<file path="src/rtl/load_channel_arbiter_pkg.sv">
// Shared types and constants for the memory load-channel arbiter.
package load_channel_arbiter_pkg;

    localparam int NUM_REQUESTERS = 2;
    localparam int REQ_ID_W       = $clog2(NUM_REQUESTERS);

    typedef enum logic [1:0] {
        IDLE  = 2'd0,
        OWNED = 2'd1,
        DRAIN = 2'd2
    } arbiter_state_t;

    typedef logic [REQ_ID_W-1:0] requester_id_t;

    localparam requester_id_t ICACHE_PORT = REQ_ID_W'(0);
    localparam requester_id_t DCACHE_PORT = REQ_ID_W'(1);

endpackage

</file>
<file path="src/rtl/load_channel_arbiter_if.sv">
// Requester-side and memory-side load channel signals of the arbiter.
interface load_channel_arbiter_if #(
    parameter int REQUESTERS = 2
);
    logic [REQUESTERS-1:0]       req_request_i;
    logic [REQUESTERS-1:0][31:0] req_address_i;
    logic [REQUESTERS-1:0]       req_lock_i;
    logic [REQUESTERS-1:0]       req_invalidate_i;
    logic [REQUESTERS-1:0]       req_grant_o;
    logic [REQUESTERS-1:0]       req_valid_o;
    logic [31:0]                 req_data_o;
    logic                        mem_request_o;
    logic [31:0]                 mem_address_o;
    logic                        mem_invalidate_o;
    logic [31:0]                 mem_data_i;
    logic                        mem_valid_i;

    modport slave (
        input  req_request_i, req_address_i, req_lock_i, req_invalidate_i,
        input  mem_data_i, mem_valid_i,
        output req_grant_o, req_valid_o, req_data_o,
        output mem_request_o, mem_address_o, mem_invalidate_o
    );

    modport master (
        output req_request_i, req_address_i, req_lock_i, req_invalidate_i,
        output mem_data_i, mem_valid_i,
        input  req_grant_o, req_valid_o, req_data_o,
        input  mem_request_o, mem_address_o, mem_invalidate_o
    );
endinterface

</file>
<file path="src/rtl/load_channel_arbiter_picker.sv">
// Round-robin pick: first set request bit at or after the pointer, wrapping.
// Purely combinational; one-hot grant plus winner index.
module load_channel_arbiter_picker #(
    parameter int REQUESTERS = 2,
    parameter int ID_W       = 1
) (
    input  logic [REQUESTERS-1:0] i_req,
    input  logic [ID_W-1:0]       i_ptr,
    output logic [REQUESTERS-1:0] o_grant,
    output logic [ID_W-1:0]       o_winner,
    output logic                  o_valid
);
    logic [ID_W-1:0] w_sel;

    always_comb begin
        o_grant  = '0;
        o_winner = '0;
        o_valid  = 1'b0;
        w_sel    = '0;
        for (int i = 0; i < REQUESTERS; i++) begin
            w_sel = ID_W'((int'(i_ptr) + i) % REQUESTERS);
            if (!o_valid && i_req[w_sel]) begin
                o_valid        = 1'b1;
                o_grant[w_sel] = 1'b1;
                o_winner       = w_sel;
            end
        end
    end
endmodule

</file>
<file path="src/rtl/load_channel_arbiter.sv">
// Shares the memory load channel between cache controllers: round-robin ownership
// held across a burst, in-order response routing and outstanding-load tracking.
module load_channel_arbiter
    import load_channel_arbiter_pkg::*;
#(
    parameter int REQUESTERS      = NUM_REQUESTERS,
    parameter int MAX_OUTSTANDING = 8
) (
    input  logic                  clk_i,
    input  logic                  rst_n_i,
    load_channel_arbiter_if.slave bus,
    output logic                  protocol_error_o
);
    localparam int ID_W  = (REQUESTERS > 1) ? $clog2(REQUESTERS) : 1;
    localparam int CNT_W = $clog2(MAX_OUTSTANDING + 1);
    localparam logic [CNT_W-1:0] MAX_CNT = CNT_W'(MAX_OUTSTANDING);
    localparam logic [ID_W-1:0]  LAST_ID = ID_W'(REQUESTERS - 1);

    arbiter_state_t   r_state, w_state_nxt;
    logic [ID_W-1:0]  r_owner, w_owner_nxt;
    logic [ID_W-1:0]  r_ptr, w_ptr_nxt;
    logic [CNT_W-1:0] r_outstanding, w_outstanding_nxt;
    logic             r_perr;

    logic [REQUESTERS-1:0] w_eligible;
    logic [REQUESTERS-1:0] w_grant;
    logic [ID_W-1:0]       w_winner;
    logic                  w_any;
    logic                  w_accept;
    logic                  w_inval;
    logic                  w_resp;
    logic                  w_orphan;

    // Invalidate counts only from the current owner while it holds the channel.
    assign w_inval  = (r_state != IDLE) && bus.req_invalidate_i[r_owner];
    assign w_resp   = bus.mem_valid_i && (r_outstanding != '0);
    assign w_orphan = bus.mem_valid_i && (r_outstanding == '0);

    always_comb begin
        w_eligible = '0;
        case (r_state)
            IDLE:    w_eligible = bus.req_request_i;
            OWNED: begin
                if (!w_inval && (r_outstanding < MAX_CNT))
                    w_eligible[r_owner] = bus.req_request_i[r_owner];
            end
            default: w_eligible = '0;
        endcase
    end

    load_channel_arbiter_picker #(
        .REQUESTERS (REQUESTERS),
        .ID_W       (ID_W)
    ) u_picker (
        .i_req    (w_eligible),
        .i_ptr    (r_ptr),
        .o_grant  (w_grant),
        .o_winner (w_winner),
        .o_valid  (w_any)
    );

    assign w_accept              = |(w_grant & bus.req_request_i);
    assign bus.req_grant_o       = w_grant;
    assign bus.mem_request_o     = w_accept;
    assign bus.mem_address_o     = w_any ? bus.req_address_i[w_winner] : 32'h0;
    assign bus.mem_invalidate_o  = w_inval;
    assign bus.req_data_o        = bus.mem_data_i;
    assign protocol_error_o      = r_perr;

    always_comb begin
        bus.req_valid_o = '0;
        if (w_resp && !w_inval)
            bus.req_valid_o[r_owner] = 1'b1;
    end

    always_comb begin
        w_outstanding_nxt = r_outstanding;
        if (w_inval)
            w_outstanding_nxt = '0;
        else if (w_accept && !w_resp)
            w_outstanding_nxt = r_outstanding + CNT_W'(1);
        else if (!w_accept && w_resp)
            w_outstanding_nxt = r_outstanding - CNT_W'(1);
    end

    always_comb begin
        w_state_nxt = r_state;
        w_owner_nxt = r_owner;
        w_ptr_nxt   = r_ptr;
        case (r_state)
            IDLE: begin
                if (w_accept) begin
                    w_owner_nxt = w_winner;
                    if (bus.req_lock_i[w_winner] || (w_outstanding_nxt != '0))
                        w_state_nxt = OWNED;
                end
            end
            OWNED: begin
                if (w_inval)
                    w_state_nxt = IDLE;
                else if (!bus.req_lock_i[r_owner])
                    w_state_nxt = (w_outstanding_nxt == '0) ? IDLE : DRAIN;
            end
            DRAIN: begin
                if (w_inval || (w_outstanding_nxt == '0))
                    w_state_nxt = IDLE;
            end
            default: w_state_nxt = IDLE;
        endcase
        // Releasing the channel hands priority to the port after the old owner.
        if ((r_state != IDLE) && (w_state_nxt == IDLE))
            w_ptr_nxt = (r_owner == LAST_ID) ? '0 : r_owner + ID_W'(1);
    end

    always_ff @(posedge clk_i or negedge rst_n_i) begin
        if (!rst_n_i) begin
            r_state       <= IDLE;
            r_owner       <= '0;
            r_ptr         <= '0;
            r_outstanding <= '0;
            r_perr        <= 1'b0;
        end else begin
            r_state       <= w_state_nxt;
            r_owner       <= w_owner_nxt;
            r_ptr         <= w_ptr_nxt;
            r_outstanding <= w_outstanding_nxt;
            r_perr        <= r_perr | w_orphan;
        end
    end
endmodule

</file>
<file path="src/flat_wrapper.sv">
// flat-port wrapper written by rule: the top's interface ports become plain ports
module load_channel_arbiter_flat import load_channel_arbiter_pkg::*;
#(
    parameter int REQUESTERS      = NUM_REQUESTERS,
    parameter int MAX_OUTSTANDING = 8
)
  (clk_i, rst_n_i, protocol_error_o, bus_req_request_i, bus_req_address_i, bus_req_lock_i, bus_req_invalidate_i, bus_mem_data_i, bus_mem_valid_i, bus_req_grant_o, bus_req_valid_o, bus_req_data_o, bus_mem_request_o, bus_mem_address_o, bus_mem_invalidate_o);
  load_channel_arbiter_if #(.REQUESTERS(REQUESTERS)) bus_i ();
  input  logic clk_i;
  input  logic rst_n_i;
  output logic protocol_error_o;
  input wire logic [$bits(bus_i.req_request_i)-1:0] bus_req_request_i;
  input wire logic [$bits(bus_i.req_address_i)-1:0] bus_req_address_i;
  input wire logic [$bits(bus_i.req_lock_i)-1:0] bus_req_lock_i;
  input wire logic [$bits(bus_i.req_invalidate_i)-1:0] bus_req_invalidate_i;
  input wire logic [$bits(bus_i.mem_data_i)-1:0] bus_mem_data_i;
  input wire logic [$bits(bus_i.mem_valid_i)-1:0] bus_mem_valid_i;
  output wire logic [$bits(bus_i.req_grant_o)-1:0] bus_req_grant_o;
  output wire logic [$bits(bus_i.req_valid_o)-1:0] bus_req_valid_o;
  output wire logic [$bits(bus_i.req_data_o)-1:0] bus_req_data_o;
  output wire logic [$bits(bus_i.mem_request_o)-1:0] bus_mem_request_o;
  output wire logic [$bits(bus_i.mem_address_o)-1:0] bus_mem_address_o;
  output wire logic [$bits(bus_i.mem_invalidate_o)-1:0] bus_mem_invalidate_o;
  assign bus_i.req_request_i = bus_req_request_i;
  assign bus_i.req_address_i = bus_req_address_i;
  assign bus_i.req_lock_i = bus_req_lock_i;
  assign bus_i.req_invalidate_i = bus_req_invalidate_i;
  assign bus_i.mem_data_i = bus_mem_data_i;
  assign bus_i.mem_valid_i = bus_mem_valid_i;
  assign bus_req_grant_o = bus_i.req_grant_o;
  assign bus_req_valid_o = bus_i.req_valid_o;
  assign bus_req_data_o = bus_i.req_data_o;
  assign bus_mem_request_o = bus_i.mem_request_o;
  assign bus_mem_address_o = bus_i.mem_address_o;
  assign bus_mem_invalidate_o = bus_i.mem_invalidate_o;
  load_channel_arbiter #(.REQUESTERS(REQUESTERS), .MAX_OUTSTANDING(MAX_OUTSTANDING)) u_core (.clk_i(clk_i), .rst_n_i(rst_n_i), .bus(bus_i), .protocol_error_o(protocol_error_o));
endmodule
</file>
<file path="config.mk">
export PLATFORM = sky130hd
export DESIGN_NAME = load_channel_arbiter_flat
export DESIGN_NICKNAME = d
export VERILOG_FILES = /design/src/rtl/load_channel_arbiter_pkg.sv /design/src/rtl/load_channel_arbiter_if.sv /design/src/rtl/load_channel_arbiter_picker.sv /design/src/rtl/load_channel_arbiter.sv /design/src/flat_wrapper.sv
export SDC_FILE = /design/constraint.sdc
export NUM_CORES = 1
export LEC_CHECK = 0
export CORE_ASPECT_RATIO = 1.4
export CORE_MARGIN = 2
export CORE_UTILIZATION = 28
export DETAILED_ROUTE_END_ITERATION = 6
export PLACE_DENSITY_LB_ADDON = 0.25
export SLEW_MARGIN = 15
export SYNTH_ARGS = -nofsm -noshare
export SYNTH_HDL_FRONTEND = slang
export SYNTH_HIERARCHICAL = 1
export SYNTH_SLANG_ARGS = --single-unit
</file>
<file path="constraint.sdc">
create_clock -name clk_i -period 3.9 [get_ports clk_i]
set_clock_uncertainty 0.15 [all_clocks]
set_input_delay 0.78 -clock clk_i [delete_from_list [all_inputs] [get_ports clk_i]]
set_output_delay 0.78 -clock clk_i [all_outputs]
set_load 0.01 [all_outputs]
</file>
==> summary.md, run 1 <==
| Metric | Value |
|---|---|
| CP required | between 2 and 3 ns |
| Hpwl dp | 4312 um |
| DR top layer | met4 |
| M1 WL | ~1900 um |
| Die area | 6208 um2 |
| Drt total wl | 5246 um |
| Hold Vio Cnt, Final | 0 |
| Count of different cell masters after synthesis | 44 |
| Initial DRC Count | 71 |
| Vias in the first global route | about 1600 |
| Relative slew slack | 0.7046 |
| Initial antenna violation count | 0 |
| H-tree levels | 1 |
| Pre-CTS setup slack | -0.004299 ns |
| Mapped Area | approximately 1600 um2 |
| Clock period minus worst slack | about 3.8 ns |
| Fmax | between 0.2 and 0.3 GHz |
| Commonest non-fill, non-tap cell in the layout | clkdlybuf4s50_1 |
| Synthesis-stage register bit count | 9 |
| CP Launch Type | input pin |
| Worst-margin pin slew | ~0.44 ns |
| Total track usage | 0.1673 |
| CP max-delay cell | clkdlybuf4s50_1 |
| CP arrival | 2.86 ns |
| Leak | 0.001351 uW |
| Commonest cells after routing, fill and taps aside | clkdlybuf4s50_1 (90), mux2i_1 (35), nor2b_1 (34) |
| CP Cell Sequence | clkdlybuf4s50_1 -> nor2_1 -> nand2_1 -> a21oi_2 -> a21boi_4 -> buf_12 -> mux2i_1 -> nor2b_1 -> clkdlybuf4s50_1 |
| CTS tree | built |
| Wire per inst | between 10 and 15 um |
| Hold Path Depth | 2 |
| Max IR drop VDD | between 200 and 250 uV |
| Total vias in the final route | 1663 |
| Non-Filler Instances | about 350 |
| Fraction of registers with async set/reset | 1.000 |
| Crit. End Element | primary output |
| Placed inst area | 2620 um2 |
| Crit path depth | 9 |
| DR WL met2 | between 2000 and 2500 um |
| CTS Buf Count | 3 |
| Post-Place Cells | roughly 340 |
| Post-synth top area cell | mux2i_1 |
| Worst path top cell family by delay | buffers and inverters |
| Root Driver | clkbuf_8 |
| Share of cells above drive strength 1 | 0.1189 |
| Setup ws final | approximately 0.11 ns |
| Top cell type's share of synthesized area | 0.2240 |
| Worst setup path category | in -> out |
| Post-Synthesis Cells | 193 |
| Max-cap violations | 0 |
| Drt drc | 0 |
| Starting Density | 0.2872 |
| Combinational share of power | 0.791 |
| TritonCTS Sinks | 9 |
| Slew Limit Fails | 0 |
| Metal3 WL | approximately 710 um |
| Initial DRT Pass Iterations | 4 |
| Total gr overflow | 0 |
| CP max FO | 18 |
| Reported net switching power | ~600 uW |
| Worst Path Buf+Inv | 3 |
| Status | finished clean |
| Finished Cell Area | approximately 2800 um2 |
| Switch share | 0.4046 |
| Largest net degree at the start of global routing | 33 |
| Synthesized area per cell | 8.104 um2 |
| Clock Tree Buf Depth | 2 |
| Final Cycle Share | 0.9731 |
| Cell-internal power | 880.1 uW |
| GPL Wtd Cong | around 0.80 |
| CP peak stage delay | between 0.5 and 0.6 ns |
| Nets@finish | roughly 390 |
| Min-delay worst type | reg -> reg |
| Worst Reg2Reg Path Length in Cells | 12 |
| Syn nets | 300 |
| Synth-to-layout area growth | 77.68% |
| Post-layout util | 0.5103 |
| Chip width | between 60 and 70 um |
| Yosys Warn Count | 6 |
| Finish-stage setup viols | 0 |
| I/O Buffers | 111 |
| Seq/Total Area, Yosys | 0.1440 |
| Clk Latency, worst-skew pair | 0.24 ns |
| Die Ht | between 90 and 100 um |
| Vias per Instance | about 4.7 |
| Hold WS | about 0.33 ns |
| Number of synthesized flops with an enable pin | 0 |
| Most Frequent Cell on Critical Path | clkdlybuf4s50_1 |
| Ports | 176 |
| Core area | between 5000 and 6000 um2 |
| Number of cell rows | 32 |
| Top_reg_cell synth | dfrtp_1 |
| Power per Cell Area | ~530 nW/um2 |
| Worst-path clk slew | roughly 0.050 ns |
| Sequential group share of total power | 0.131 |
| Top post-synthesis cells by area | mux2i_1 (22%), buf_4 (15%), dfrtp_1 (14%) |
| Clock share of power | 0.078 |
| N_diodes | 0 |
| First-pass GRT wire length | 7900 um |
| Routed Antenna Nets | 0 |
kinds of logic (layout without fill, tap and decap cells):
family	after synthesis	count (layout)	share of synthesized area
AO/OA/AOI/OAI	21	21	0.1032
AND/OR/NAND/NOR	73	73	0.2880
flip-flops	9	9	0.1440
multiplexers	36	36	0.2312
adder cells (fa/ha/maj)	3	3	0.02240
XOR/XNOR	2	2	0.01120
buffers and inverters	49	142	0.2000
state kept, by name, indices dropped and copies added (netlist names):
register,cells
u_core/protocol_error_o,1
u_core/r_outstanding,4
u_core/r_owner,1
u_core/r_ptr,1
u_core/r_state,2
metal layers:
layer | GRT usage | vias to the layer above
met1 | 0.1899 | 734
li1 | - | 822
met5 | 0 | -
met2 | 0.2566 | 96
met3 | 0.07898 | 11
met4 | 0.08503 | 0
final cells by class:
| type | count | area (um2) |
|---|---|---|
| well taps | 68 | 85.08 |
| clock buffers | 4 | 45.04 |
| flip-flops and latches | 9 | 225.2 |
| repair buffers | 131 | 1351 |
| multi-input cells | 135 | 1046 |
| inverters | 7 | 26.28 |
| fillers | 556 | 2666 |
Yosys cell counts, drive strengths merged (2+ instances only):
cell / n
nor2: 9
mux2i: 35
nor3b: 6
nor3: 2
xnor2: 2
a21oi: 3
inv: 7
a211oi: 2
buf: 34
nand2: 6
clkbuf: 8
o21ai: 3
a21boi: 3
o211ai: 2
nor2b: 34
nor4: 3
or3: 2
o31ai: 2
dfrtp: 9
ha: 2
metrics by stage:
step / setup TNS, ns / total power (uW)
final: 0 / 1478
after global routing: -0.0004958 / 1594
after CTS: 0 / 1473
after detailed placement: -0.007377 / 1345
after global placement: 0 / 1340
after floorplan: 0 / 827.8
tightest hold or removal path: cells and delay by family, from the launching register on:
kind	cells	cell delay, ns
AO/OA/AOI/OAI	1	0.06
buffers and inverters	1	0.04
flip-flops	1	0.34
worst paths after layout:
kind | startpoint | end | slack, ns
hold / removal | u_core/protocol_error_o | u_core/protocol_error_o | 0.33
hold reg to reg | u_core/protocol_error_o | u_core/protocol_error_o | 0.33
max in group asynchronous | rst_n_i | u_core/r_outstanding[2] | 2.59
setup reg to reg | u_core/r_owner | u_core/r_ptr | 0.72
setup / recovery | bus_req_invalidate_i[1] | bus_mem_address_o[28] | 0.11
min in group asynchronous | rst_n_i | u_core/r_outstanding[1] | 0.70
power by group through the flow:
stage | sequential, uW | combinational [uW] | clock (uW)
2_1_floorplan | 162 | 666 | 0
3_3_place_gp | 191 | 1150 | 0
3_5_place_dp | 193 | 1150 | 0
4_1_cts | 192 | 1170 | 116
5_1_grt | 204 | 1270 | 122
6_report | 194 | 1170 | 115
what timing repair did:
action                     in CTS  in global routing
buffers inserted                1                  6
setup endpoints to repair      12                 33
resized for setup               1                 22
hold buffers                    0                  0
pin swaps                       0                  1
Note: power is estimated with default switching activity, not from simulation.
==> inputs of run 2 (changes only) <==
--- a/config.mk
+++ b/config.mk
@@ -9,7 +9,7 @@
 export CORE_MARGIN = 2
 export CORE_UTILIZATION = 28
 export DETAILED_ROUTE_END_ITERATION = 6
-export PLACE_DENSITY_LB_ADDON = 0.25
+export PLACE_DENSITY = 0.86
 export SLEW_MARGIN = 15
 export SYNTH_ARGS = -nofsm -noshare
 export SYNTH_HDL_FRONTEND = slang
==> run 2 against run 1 <==
Net effect: final area decreased by 3.8%; count of clock-buffer cells in the layout unchanged; register-to-register slack better by 0.03 ns; non-clock buffer count fell by 10; critical path depth unchanged; worst setup slack lost 0.024 ns; final cell count down 2.8%; utilization fell by 2.0 points; routed wire length is 5.1% higher; total power is 4.0% lower; flip-flop and latch count is the same; largest power group unchanged.
==> summary.md, run 2 (synthesized netlist as in run 1, its figures left out) <==
| Metric | Value |
|---|---|
| Status | finished clean (unchanged) |
| Worst-margin pin slew | 0.5165 ns (was 0.4417 ns) |
| Hold buffer count at cts | 0 (unchanged) |
| N_diodes | 0 (unchanged) |
| Starting Density | 0.2872 (unchanged) |
| Largest net degree at the start of global routing | 33 (unchanged) |
| Commonest non-fill, non-tap cell in the layout | clkdlybuf4s50_1 (unchanged) |
| Non-Filler Instances | 344 (was 354) |
| H-tree levels | 1 (unchanged) |
| Hold WS | 0.3319 ns (was 0.3262 ns) |
| Total track usage | 0.1698 (was 0.1673) |
| Routed Antenna Nets | 0 (unchanged) |
| CP required | 2.97 ns (about the same) |
| Post-Place Cells | 339 (was 343) |
| Initial DRC Count | 89 (was 71) |
| Number of cell rows | 32 (unchanged) |
| Max-cap violations | 0 (unchanged) |
| CTS Buf Count | 3 (unchanged) |
| Share of cells above drive strength 1 | 0.08696 (was 0.1189) |
| Post-layout util | 0.4908 (was 0.5103) |
| Core area | 5445 um2 (unchanged) |
| Min-delay worst type | reg -> reg (unchanged) |
| Wire per inst | 16.02 um (was 14.82 um) |
| Largest regs | u_core/r_outstanding: 4 flops, u_core/r_state: 2 flops (unchanged) |
| I/O Buffers | 111 (unchanged) |
| Biggest register | u_core/r_outstanding (unchanged) |
| First-pass GRT wire length | 8024 um (was 7900 um) |
| Die Ht | 92.43 um (unchanged) |
| Total vias in the final route | 1632 (was 1663) |
| Ports | 176 (unchanged) |
| Clock period minus worst slack | 3.819 ns (was 3.795 ns) |
| Vias per Instance | 4.744 (was 4.698) |
| Initial DRT Pass Iterations | 4 (unchanged) |
| Total Power | 1419 uW (was 1478 uW) |
| Chip width | 67.17 um (unchanged) |
| Crit. End Element | primary output (unchanged) |
| CTS tree | built (unchanged) |
| Initial antenna violation count | 0 (unchanged) |
| Fmax | 0.2618 GHz (was 0.2635 GHz) |
| Slew Limit Fails | 0 (unchanged) |
| CP arrival | 2.89 ns (was 2.86 ns) |
| Die area | 6208 um2 (unchanged) |
| Synth-to-layout area growth | 70.88% (was 77.68%) |
| Final Cycle Share | 0.9793 (was 0.9731) |
| Root Driver | clkbuf_8 (unchanged) |
| Hpwl dp | 4552 um (was 4312 um) |
| Leak | 0.001183 uW (was 0.001351 uW) |
| TritonCTS Sinks | 9 (unchanged) |
| RSZ-0062 raised after global routing | yes |
| GPL Wtd Cong | 0.8697 (was 0.8042) |
| Drt drc | 0 (unchanged) |
| Clock Tree Buf Depth | 2 (unchanged) |
| Max IR drop VDD | 163.1 uV (was 207.2 uV) |
| Clk Latency, worst-skew pair | 0.23 ns (was 0.24 ns) |
| Worst setup path category | in -> out (unchanged) |
| Finish-stage setup viols | 0 (unchanged) |
| Vias in the first global route | 1601 (was 1617) |
| CP Launch Type | input pin (unchanged) |
| Power per Cell Area | 530.9 nW/um2 (was 531.9 nW/um2) |
| Nets@finish | 384 (was 394) |
| Total gr overflow | 0 (unchanged) |
| Drt total wl | 5512 um (was 5246 um) |
| Commonest cells after routing, fill and taps aside | clkdlybuf4s50_1 (99), mux2i_1 (35), nor2b_1 (34) (was clkdlybuf4s50_1 (90), mux2i_1 (35), nor2b_1 (34)) |
| Max reg flops | 4 (unchanged) |
| Hold Vio Cnt, Final | 0 (unchanged) |
| Worst-path clk slew | 0.04 ns (was 0.05 ns) |
| Relative slew slack | 0.6544 (was 0.7046) |
| CP max FO | 8 (was 18) |
==> run 2: cell type report <==
cell class	instances	area, um2
Clock buffer	4	45.04
Fill cell	517	2773
Inverter	7	26.28
Multi-Input combinational cell	135	1046
Sequential cell	9	225.2
Tap cell	68	85.08
Timing Repair Buffer	121	1245
==> run 2: worst paths after layout <==
kind	startpoint	endpoint	slack, ns	depth (start not counted)
worst max-delay path	bus_req_invalidate_i[1]	bus_mem_request_o	0.08	9
worst min-delay path	u_core/protocol_error_o	u_core/protocol_error_o	0.33	2
worst max register to register	u_core/r_outstanding[3]	u_core/r_ptr	0.75	13
worst min register to register	u_core/protocol_error_o	u_core/protocol_error_o	0.33	2
max in group asynchronous	rst_n_i	u_core/r_state[0]	2.59	1
min in group asynchronous	rst_n_i	u_core/r_outstanding[3]	0.71	1
==> run 2: per-layer routing <==
metal  global-route usage  part of all wire  wire [um]
met4              0.06633             0.027        151
met2               0.2880              0.50       2776
met3              0.09721              0.15        852
met1               0.1662              0.31       1731
met5                    0                 0          0
==> run 2: critical path, stage by stage <==
cell and delay (ns):
clkdlybuf4s50_1 0.45, nor2_1 0.11, nand2_1 0.07, a21oi_2 0.21, buf_4 0.14, a21boi_0 0.25, a22oi_1 0.15, inv_2 0.17
clkdlybuf4s50_1 0.56
==> run 2: power breakdown <==
part	leakage, uW	internal [uW]	switching, uW
Sequential	0.000110	131	61.3
Clock	0.0000228	71.1	35.2
Combinational	0.00105	628	492
==> run 2: per-stage QoR <==
step / area (um2) / worst slack (ns) / setup TNS, ns
after global placement: 2577 / 0.05218 / 0
final: 2673 / 0.08059 / 0
after floorplan: 1564 / 0.4861 / 0
after detailed placement: 2577 / 0.01666 / 0
after global routing: 2673 / -0.04493 / -0.04493
after CTS: 2626 / 0.02174 / 0
==> run 2: what timing repair did <==
item / CTS / global route
pin swaps: 0 / 1
setup endpoints to repair: 9 / 34
setup buffers: 0 / 1
gates resized for setup: 1 / 15
==> inputs of run 3 (changes only) <==
--- a/config.mk
+++ b/config.mk
@@ -9,6 +9,7 @@
 export CORE_MARGIN = 2
 export CORE_UTILIZATION = 28
 export DETAILED_ROUTE_END_ITERATION = 6
+export MAX_ROUTING_LAYER = met4
 export PLACE_DENSITY = 0.86
 export SLEW_MARGIN = 15
 export SYNTH_ARGS = -nofsm -noshare
==> run 3 against run 2 <==
Net effect: sequential power is essentially flat; critical path type unchanged; utilization is essentially flat; clock power is essentially flat; worst hold slack lost 0.0016 ns; maximum frequency is essentially flat; total power grew 0.17%; flip-flop and latch count is the same; sequential share of layout area is essentially flat; first-iteration DRC count shrank 10%; largest cell class unchanged.
==> summary.md, run 3 (synthesized netlist as in run 1, its figures left out) <==
| Metric | Value |
|---|---|
| Status | finished clean (unchanged) |
| M1 WL | 1772 um (was 1731 um) |
| Final TNS setup | 0 ns (unchanged) |
| Drt total wl | 5496 um (was 5512 um) |
| Core area | 5445 um2 (unchanged) |
| Max-cap violations | 0 (unchanged) |
| Metal3 WL | 806 um (was 852 um) |
| N_diodes | 0 (unchanged) |
| Nets@finish | 384 (unchanged) |
| Hold Vio Cnt, Final | 0 (unchanged) |
| Filler instances | 518 (was 517) |
| Share of cells above drive strength 1 | 0.08696 (unchanged) |
| Commonest cells after routing, fill and taps aside | clkdlybuf4s50_1 (100), mux2i_1 (35), nor2b_1 (34) (was clkdlybuf4s50_1 (99), mux2i_1 (35), nor2b_1 (34)) |
| Ports | 176 (unchanged) |
| Total track usage | 0.1745 (was 0.1698) |
| Starting Density | 0.2872 (unchanged) |
| Max reg flops | 4 (unchanged) |
| Worst-margin pin slew | 0.5187 ns (was 0.5165 ns) |
| Routed Antenna Nets | 0 (unchanged) |
| Worst-path clk slew | 0.04 ns (about the same) |
| TritonCTS Sinks | 9 (unchanged) |
| CP max FO | 8 (unchanged) |
| H-tree levels | 1 (unchanged) |
| Leak | 0.001170 uW (was 0.001183 uW) |
| Wire per inst | 15.98 um (was 16.02 um) |
| Post-Place Cells | 339 (unchanged) |
| RSZ-0062 raised after global routing | yes (unchanged) |
| GPL Wtd Cong | 0.8839 (was 0.8697) |
| Largest net degree at the start of global routing | 33 (unchanged) |
| Initial antenna violation count | 0 (unchanged) |
| Synth-to-layout area growth | 70.72% (was 70.88%) |
| Initial DRT Pass Iterations | 6 (was 4) |
| Total gr overflow | 0 (unchanged) |
| Clk Latency, worst-skew pair | 0.23 ns (about the same) |
| Non-Filler Instances | 344 (unchanged) |
| Setup ws final | 0.07700 ns (was 0.08059 ns) |
| Crit. End Element | primary output (unchanged) |
| Biggest register | u_core/r_outstanding (unchanged) |
| CTS Buf Count | 3 (unchanged) |
| Initial DRC Count | 80 (was 89) |
| Total vias in the final route | 1637 (was 1632) |
| CP Launch Type | input pin (unchanged) |
| CP arrival | 2.89 ns (about the same) |
| Chip width | 67.17 um (unchanged) |
| Relative slew slack | 0.6529 (was 0.6544) |
| Commonest non-fill, non-tap cell in the layout | clkdlybuf4s50_1 (unchanged) |
| Root Driver | clkbuf_8 (unchanged) |
| Final Cycle Share | 0.9803 (was 0.9793) |
| Finish-stage setup viols | 0 (unchanged) |
| Clock Tree Buf Depth | 2 (unchanged) |
| Pre-CTS setup slack | 0.01666 ns (unchanged) |
| Number of cell rows | 32 (unchanged) |
| Die Ht | 92.43 um (unchanged) |
| CP required | 2.97 ns (about the same) |
| Power per Cell Area | 532.3 nW/um2 (was 530.9 nW/um2) |
| DR WL met2 | 2790 um (was 2776 um) |
| Vias per Instance | 4.759 (was 4.744) |
| Slew Limit Fails | 0 (unchanged) |
| Worst setup path category | in -> out (unchanged) |
| DR top layer | met4 (unchanged) |
| Hpwl dp | 4552 um (unchanged) |
| Max IR drop VDD | 175.4 uV (was 163.1 uV) |
| Drt drc | 0 (unchanged) |
| I/O Buffers | 111 (unchanged) |
| Clock period minus worst slack | 3.823 ns (was 3.819 ns) |
| Min-delay worst type | reg -> reg (unchanged) |
| Vias in the first global route | 1599 (was 1601) |
| Fmax | 0.2616 GHz (was 0.2618 GHz) |
| Die area | 6208 um2 (unchanged) |
| CTS tree | built (unchanged) |
| First-pass GRT wire length | 8017 um (was 8024 um) |
| Largest regs | u_core/r_outstanding: 4 flops, u_core/r_state: 2 flops (unchanged) |
## run 3: cell count changes in the layout (fill, tap and decap cells not counted)
| cell | previous run | this run |
|---|---|---|
| clkdlybuf4s50_1 | 99 | 100 |
| dlymetal6s2s_1 | 12 | 11 |
## run 3: final timing paths
| kind | slack [ns] | start | end | depth (start not counted) |
|---|---|---|---|---|
| worst max-delay path | 0.08 | bus_req_invalidate_i[1] | bus_mem_request_o | 9 |
| worst min-delay path | 0.33 | u_core/protocol_error_o | u_core/protocol_error_o | 2 |
| worst max register to register | 0.75 | u_core/r_outstanding[3] | u_core/r_ptr | 13 |
| worst min register to register | 0.33 | u_core/protocol_error_o | u_core/protocol_error_o | 2 |
| max in group asynchronous | 2.60 | rst_n_i | u_core/r_state[0] | 1 |
| min in group asynchronous | 0.71 | rst_n_i | u_core/r_outstanding[3] | 1 |
## run 3: layer usage
metal / vias up / global-route usage
met3: 8 / 0.08505
met1: 731 / 0.1766
met4: 0 / 0.06633
met5: - / -
li1: 798 / -
met2: 100 / 0.2855
## run 3: repair_timing
action                                  CTS  global route
hold buffers                              0             0
buffers inserted                          0             1
endpoints found under the setup margin    9            34
gates resized for setup                   1            14
pin swaps                                 0             1
## run 3: layout make-up
| cell class | count | area, um2 | area share |
|---|---|---|---|
| Clock buffer | 4 | 45.04 | 0.01687 |
| Multi-Input combinational cell | 135 | 1046 | 0.3918 |
| Inverter | 7 | 26.28 | 0.009841 |
| Sequential cell | 9 | 225.2 | 0.08435 |
| Timing Repair Buffer | 121 | 1242 | 0.4653 |
| Tap cell | 68 | 85.08 | 0.03187 |
## run 3: stage by stage
| stage | hold WS (ns) | instance area (um2) | power [uW] | util |
|---|---|---|---|---|
| global route | 0.3529 | 2670 | 1519 | 0.4903 |
| CTS | 0.3341 | 2626 | 1421 | 0.4823 |
| detailed placement | 0.3241 | 2577 | 1303 | 0.4733 |
| global placement | 0.3115 | 2577 | 1281 | 0.4733 |
| finish | 0.3302 | 2670 | 1421 | 0.4903 |
| floorplan | 0.3329 | 1564 | 827.8 | - |
## run 3: worst max-delay path, stage by stage
cell and delay [ns]:
clkdlybuf4s50_1 0.45, nor2_1 0.10, nand2_1 0.07, a21oi_2 0.21, buf_4 0.14, a21boi_0 0.25
a22oi_1 0.15, inv_2 0.17, clkdlybuf4s50_1 0.56
## run 3: power breakdown
part | switching (uW) | total (uW) | internal (uW)
sequential | 61.1 | 192 | 131
clock | 35.2 | 106 | 71.1
combinational | 493 | 1120 | 630
total | 590 | 1420 | 832
==> patch, RTL diff (flow settings as in run 2) <==
Reset style: synchronous (`rst_n_i`), changed in one clocked block.
--- a/src/rtl/load_channel_arbiter.sv
+++ b/src/rtl/load_channel_arbiter.sv
@@ -113,5 +113,5 @@
     end
 
-    always_ff @(posedge clk_i or negedge rst_n_i) begin
+    always_ff @(posedge clk_i) begin
         if (!rst_n_i) begin
             r_state       <= IDLE;
Behaviour: differs if rst_n_i is asserted again (counterexample within 4 cycles, from zero or initial values and one cycle with rst_n_i low); with rst_n_i held inactive, the same outputs for 4 cycles.
==> patch against run 2 <==
- setup slack improved by 0.083 ns
- largest power group unchanged
- global-route usage is 0.49 points lower
- routed wire length is 3.0% lower
- final cell count up 5.8%
- area after synthesis shrank 0.32%
- sequential cell count unchanged
- power decreased by 14%
- final area grew 2.4%
==> patch: results <==
group,metric,value,unit
status,outcome,"finished clean",
placement,placed_cells,351,
synth,yosysSeqAreaShare,0.116,
synth,yosys-top-cells-count,"mux2i_1, buf_4, nor2b_1",
finish,reg.largest.list,"u_core/r_outstanding x4, u_core/r_state x2",
setup_path,reg2reg_to,"u_core/r_ptr",
setup_path,r2r_setup_slack,0.72,ns
drt,drtIter0Drc,69,
finish,nets,404,
timing,timing.hold.ws,0.334,ns
clock_tree,clk_latency,0.24,ns
clock_tree,numCtsBuffers,3,
synth,synthTopCellsByArea,"mux2i_1, buf_4, nor2b_1",
setup_path,startpoint,"bus_req_invalidate_i[1]",
timing,relSlewSlack,0.729,
grt,antenna_found_initial,0,
synth,synth_ff_type,"dfxtp_1",
hold_path,hold_end,"u_core/protocol_error_o",
clock_tree,htreeDepth,1,
clock_tree,cts-root-buf,"clkbuf_8",
power,ir_worst_vdd,161,uV
drt,firstDrtPassIters,4,
synth,postSynthCellCount,198,
placement,place.gp.congestion,0.776,
hold_path,hp-class,"register to register",
grt,track_usage,0.165,
grt,grt_pass1_vias,1718,
power,leakage,0.00114,uW
synth,synth_cell_types,43,
hold_path,min_from,"u_core/protocol_error_o",
power,switching_share,0.415,
clock_tree,cts_buffer_depth,2,
setup_path,cpPeakStageDelay,0.26,ns
synth,synthArstFlopShare,0,
power,p_clk,109,uW
grt,grt_first_pass_wirelength,7850,um
clock_tree,path_clk_slew,0.04,ns
synth,yosysWarnings,6,
finish,drive_gt1_frac,0.240,
setup_path,timing.rr.start,"u_core/r_owner",
synth,synth_nets,305,
drt,routed_via_density,4.83,
placement,hpwl,4050,um
placement,place_area,2630,um2
setup_path,critPathMaxFanout,8,
setup_path,reg2reg_depth,13,
grt,grt_start_max_net_pins,33,
hold_path,hold_depth,2,
finish,diodes,0,
power,pwr-share-seq,0.127,
finish,fin_cells,364,
placement,io_buffers,111,
finish,fillers,514,
drt,wl_per_cell,14.7,um
setup_path,cp_slowest_cell,"a21boi_4",
setup_path,crit_family,"buffers and inverters",
patch: changes by cell type after synthesis, sizes merged, moves of 3 or more:
cell          run 2  this run
dfrtp             9         0
dfxtp             0         9
nand2             6         9
nor3b             6         3
o21a              0         3
patch: how the worst max path moves through the flow:
stage | end | slack, ns
6_report | bus_mem_address_o[18] | 0.16
5_1_grt | bus_mem_address_o[18] | 0.005
4_1_cts | bus_mem_request_o | -0.08
3_5_place_dp | u_core/r_ptr | -0.27
3_3_place_gp | bus_mem_address_o[31] | -0.10
2_1_floorplan | bus_mem_address_o[10] | 0.22
patch: kinds of logic after synthesis:
logic type	count (synthesis)	synth area share
and+or+nand+nor	74	0.283
buffers and inverters	49	0.198
muxes	36	0.231
AOI/OAI and AO/OA	25	0.139
DFF	9	0.116
adders and majority gates	3	0.0225
xor gates and xnor gates	2	0.0112
patch: layout make-up:
cell class / instances / share of cell area
sequential: 9 / 0.0658
timing repair buffer: 135 / 0.468
clock buffer: 4 / 0.0165
tap: 68 / 0.0311
inverter: 8 / 0.0110
multi-input combinational: 140 / 0.408
patch: what timing repair did:
item | CTS | global route
setup buffers | 7 | 1
endpoints found under the setup margin | 34 | 31
gates resized for setup | 82 | 32
pin swaps | 1 | 1
gates cloned | 3 | 0
patch: per-layer routing:
metal | global-route usage | vias to the layer above | part of all wire
met5 | 0 | - | 0
met4 | 0.0816 | 0 | 0.035
met3 | 0.0328 | 31 | 0.078
met2 | 0.299 | 83 | 0.54
met1 | 0.174 | 795 | 0.35
li1 | - | 848 | -
patch: metrics by stage:
stage	worst slack, ns	power [uW]	utilization
floorplan	0.222	693	-
global placement	-0.103	1050	0.482
detailed placement	-0.275	1070	0.482
CTS	-0.0832	1230	0.510
global route	0.00490	1310	0.503
finish	0.163	1220	0.503
